[src/rtl/instruction_fetch_unit.sv]
// IF stage: PC ownership, next-PC selection and a wait-state tolerant imem handshake.
// Re-presents a held word while stalled, since IF/ID has no write enable.
module instruction_fetch_unit #(
  parameter logic [31:0] RESET_PC = 32'h0000_0000
) (
  input  logic        clk,
  input  logic        rst_n,
  input  logic        PCWrite,
  input  logic [1:0]  PCSrc,
  input  logic [31:0] branchTarget,
  input  logic [31:0] jumpTarget,
  input  logic [31:0] jrTarget,
  output logic        imem_req,
  output logic [31:0] imem_addr,
  input  logic        imem_ready,
  input  logic [31:0] imem_rdata,
  output logic [31:0] instructionIn,
  output logic [31:0] PCplus4,
  output logic        IF_Flush,
  output logic        addr_misalign
);

  typedef enum logic [1:0] {
    S_BOOT = 2'b00,
    S_REQ  = 2'b01,
    S_HOLD = 2'b10
  } state_e;

  state_e      state_q, state_d;
  logic [31:0] pc_q, pc_d;
  logic [31:0] hold_buf_q, hold_buf_d;
  logic [31:0] hold_pc4_q, hold_pc4_d;
  logic        misalign_q, misalign_d;

  logic [31:0] pc_plus4;
  logic [31:0] target;
  logic        redirect;

  assign pc_plus4      = pc_q + 32'd4;
  assign imem_addr     = pc_q;
  assign addr_misalign = misalign_q;

  // BOOT ignores redirects; PCSrc only matters when the PC may advance
  assign redirect = PCWrite
                  && (PCSrc != 2'b00)
                  && (state_q != S_BOOT);

  always_comb begin
    target = pc_plus4;
    unique case (1'b1)
      (PCSrc == 2'b01): target = branchTarget;
      (PCSrc == 2'b10): target = jumpTarget;
      (PCSrc == 2'b11): target = jrTarget;
      default:          target = pc_plus4;
    endcase
  end

  always_ff @(posedge clk or negedge rst_n) begin
    if (!rst_n) begin
      state_q    <= S_BOOT;
      pc_q       <= RESET_PC;
      hold_buf_q <= 32'h0;
      hold_pc4_q <= 32'h0;
      misalign_q <= 1'b0;
    end else begin
      state_q    <= state_d;
      pc_q       <= pc_d;
      hold_buf_q <= hold_buf_d;
      hold_pc4_q <= hold_pc4_d;
      misalign_q <= misalign_d;
    end
  end

  always_comb begin
    state_d    = state_q;
    pc_d       = pc_q;
    hold_buf_d = hold_buf_q;
    hold_pc4_d = hold_pc4_q;
    misalign_d = misalign_q;
    if (redirect) begin
      state_d = S_REQ;
      pc_d    = {target[31:2], 2'b00};
      if (target[1:0] != 2'b00)
        misalign_d = 1'b1;
    end else begin
      unique case (1'b1)
        (state_q == S_BOOT): state_d = S_REQ;
        (state_q == S_REQ): begin
          if (imem_ready) begin
            pc_d = pc_plus4;
            if (!PCWrite) begin
              // capture the word so it can be re-presented while stalled
              hold_buf_d = imem_rdata;
              hold_pc4_d = pc_plus4;
              state_d    = S_HOLD;
            end
          end
        end
        (state_q == S_HOLD): begin
          if (PCWrite)
            state_d = S_REQ;
        end
        default: state_d = S_BOOT;
      endcase
    end
  end

  always_comb begin
    imem_req      = 1'b0;
    IF_Flush      = 1'b1;
    instructionIn = 32'h0;
    PCplus4       = pc_plus4;
    unique case (1'b1)
      (state_q == S_REQ): begin
        imem_req = 1'b1;
        if (imem_ready && !redirect) begin
          IF_Flush      = 1'b0;
          instructionIn = imem_rdata;
        end
      end
      (state_q == S_HOLD): begin
        IF_Flush      = redirect;
        instructionIn = hold_buf_q;
        PCplus4       = hold_pc4_q;
      end
      default: begin
        IF_Flush = 1'b1;
      end
    endcase
  end

endmodule
[config.mk]
export PLATFORM = sky130hd
export DESIGN_NAME = instruction_fetch_unit
export DESIGN_NICKNAME = d
export VERILOG_FILES = /design/src/rtl/instruction_fetch_unit.sv
export SDC_FILE = /design/constraint.sdc
export NUM_CORES = 1
export LEC_CHECK = 0
export ABC_AREA = 1
export BUFFER_PORTS_ARGS = -buffer_cell sky130_fd_sc_hd__buf_2
export CORE_MARGIN = 2
export CORE_UTILIZATION = 38
export CTS_CLUSTER_DIAMETER = 120
export DETAILED_ROUTE_END_ITERATION = 10
export PLACE_DENSITY_LB_ADDON = 0.05
export SYNTH_ARGS = -nofsm -noshare
export SYNTH_HDL_FRONTEND = slang
export SYNTH_SLANG_ARGS = --single-unit
[constraint.sdc]
create_clock -name clk -period 2.1 [get_ports clk]
set_input_delay 0.21 -clock clk [delete_from_list [all_inputs] [get_ports clk]]
set_output_delay 0.21 -clock clk [all_outputs]
set_load 0.005 [all_outputs]
==> impl_metrics.yaml <==
status:
  status: "completed"
detailed_routing:
  drt_iter0_markers: 450
  first_pass_iters: 6
  routed_wl_mm: 22.5
  post_drt_via_cell_ratio: 4.91
  vias: 7214
  routedWlPerCell_um: 15.3
  ant_nets: 0
  drc: 0
placed_design:
  place.gp.congestion: 0.933
  portBuffers: 228
  place_inst: 1402
  dp_hpwl_mm: 15.6
  dp_slack_ns: 0.137
clocking:
  cts_buffers: 9
  cts-root-buf: "clkbuf_16"
  clkLatencyLatePin_ns: 0.35
  clockBufferDepth: 2
  cts_tree: "done"
  cts.sinks: 95
  htree_levels: 3
  path_clk_slew_ns: 0.07
synth:
  synthTopCellsByArea: "dfrtp_1, nand2_1, nor2_1, nand3_1, a21oi_1"
  ys_warn_count: 0
  synthDistinctLibCells: 29
  ys_seq_elements: 95
  yosysSeqAreaShare: 0.388
  yosys.area.top_type_share: 0.388
  syn_area_sq_um: 6120
  yosys.area.top_type: "dfrtp_1"
  syn_inst: 974
  avgSynthCellArea_sq_um: 6.29
final_layout:
  fillers: 1597
  utilization: 0.568
  fin_nets: 1387
  layoutNonFillerInstCount: 1470
  drive_gt1_frac: 0.373
  mostFrequentLayoutCells: "nand2_1, buf_2, dfrtp_1"
  layout_commonest_cell: "nand2_1"
  diodes: 0
  area_growth_pct: 46.9
global_route:
  grt-ovfl-total: 0
  grt_max_degree: 69
  grt_usage: 0.250
  antenna_found_initial: 0
  grt_pass1_vias: 6341
  grt_pass1_wl_mm: 32.8
setup_path:
  critPathArrivalTime_ns: 1.88
  cp-start-kind: "flip-flop"
  path_max_fanout: 5
  worst-setup-path-type: "flip-flop to output pin"
  crit_required_ns: 1.89
  end_kind: "output pin"
sta:
  rsz0062_at_grt: "yes"
  drv_slew: 0
  max_freq_mhz: 478
  setup_viol: 0
  period_share: 0.996
  period_needed_ns: 2.09
  skew_ns: 0.00737
  finalWorstSetupSlack_ns: 0.00825
  worst_pin_slew_ns: 0.731
  hold_violations: 0
  max_slew_margin: 0.512
die:
  row_count: 46
  fp.dieH_um: 131
  fp.dieW_um: 131
  start_util: 0.387
  core_area_sq_um: 15800
  num_io_pins: 233
  die-area_sq_um: 17100
power_and_ir_drop:
  pwr-share-clk: 0.141
  leakagePower_uw: 0.00455
  swShare: 0.456
  irDropWorstVdd_mv: 0.703
  p_per_area_nw_per_um2: 1350
  seqPwrFrac: 0.289
  intPower_uw: 6600
  comb_power_share: 0.570
  switching_power_uw: 5520
min_path:
  hp-class: "primary input to flip-flop"
job:
  max_cap_violations: 0
## cell families (layout without fill, tap and decap cells)
group / after synthesis / in the layout / synth area share
XOR/XNOR: 7 / 7 / 0.0100
other: 1 / 4 / 0.000613
flip-flops: 95 / 95 / 0.388
buffers and inverters: 121 / 398 / 0.0799
AO/OA/AOI/OAI: 135 / 135 / 0.114
AND/OR/NAND/NOR: 611 / 611 / 0.399
adder cells (fa/ha/maj): 4 / 4 / 0.00818
## sequential cells by signal (all words and copies together) (netlist names)
signal,flops
addr_misalign,1
imem_addr,30
state_q,2
hold_buf_q,32
hold_pc4_q,30
## Yosys cell counts
cell      count
a21o_1        1
o211ai_1      2
clkbuf_1     28
nand3b_2      1
buf_4         4
xnor2_1       3
ha_1          4
inv_2         5
o22ai_1       4
a21oi_1      50
nand4_1      13
inv_1        66
nand3_1      57
clkinv_1      1
conb_1        1
nand2_2       2
nand2_1     444
buf_2        16
o21ai_1      34
o21ai_0      35
xor2_1        4
o21bai_1      1
a31oi_1       8
buf_1         1
nand3_2       2
nor2_2        6
nor2_1       84
nor3_1        2
dfrtp_1      95
## worst max-delay path, stage by stage, from the launching register on
cell,delay [ns]
dfrtp_1,0.43
nand2_2,0.10
nor2_4,0.22
buf_6,0.13
nand3_2,0.08
o21bai_1,0.14
nand2_1,0.13
o21ai_1,0.15
buf_2,0.14
## cell type report
type,count,area (sq um),share of cell area
timing repair buffer,310,1980,0.220
clock inverter,5,57.6,0.00640
multi-input combinational,761,3750,0.417
sequential,95,2410,0.268
tap,216,270,0.0301
inverter,72,288,0.0320
clock buffer,11,243,0.0270
## final timing paths
check                          startpoint        endpoint  slack (ns)  cells past startpoint
hold / removal              imem_rdata[5]   hold_buf_q[5]        0.07                      3
setup reg to reg               state_q[0]   hold_pc4_q[6]        0.28                      7
max in group asynchronous           rst_n    imem_addr[5]        1.05                      3
setup / recovery            imem_addr[12]     PCplus4[23]       0.008                      8
min in group asynchronous           rst_n   imem_addr[29]        0.43                      2
hold reg to reg            hold_buf_q[28]  hold_buf_q[28]        0.47                      2
## per-stage QoR
stage	instance area, sq um	total power [uW]	hold WS (ns)	TNS [ns]
2_1_floorplan	6130	6380	-0.0856	0
3_3_place_gp	7650	8880	0.277	0
3_5_place_dp	7650	8920	0.282	0
4_1_cts	8290	11200	0.0612	-0.0769
5_1_grt	8990	13100	0.0716	-0.590
6_report	8990	12100	0.0673	0
## per-layer routing
metal / GRT usage / wire (um) / vias to the layer above
li1: - / - / 3615
met4: 0.0726 / 627 / 0
met1: 0.331 / 9810 / 3294
met5: 0 / 0 / -
met2: 0.408 / 10600 / 267
met3: 0.0603 / 1490 / 38
## power by group through the flow
stage	combinational [uW]	clock (uW)	sequential, uW
detailed placement	5470	0	3450
finish	6900	1710	3510
floorplan	3090	0	3290
CTS	6030	1740	3410
global route	7660	1820	3620
global placement	5450	0	3430
## repair_timing
item / CTS / global route
pin swaps: 3 / 28
setup buffers: 17 / 28
endpoints found under the setup margin: 55 / 39
gates cloned: 3 / 3
hold buffers: 1 / 0
hold endpoints to repair: 43 / 0
gates resized for setup: 40 / 130
Power figures use the tool's default switching activity.
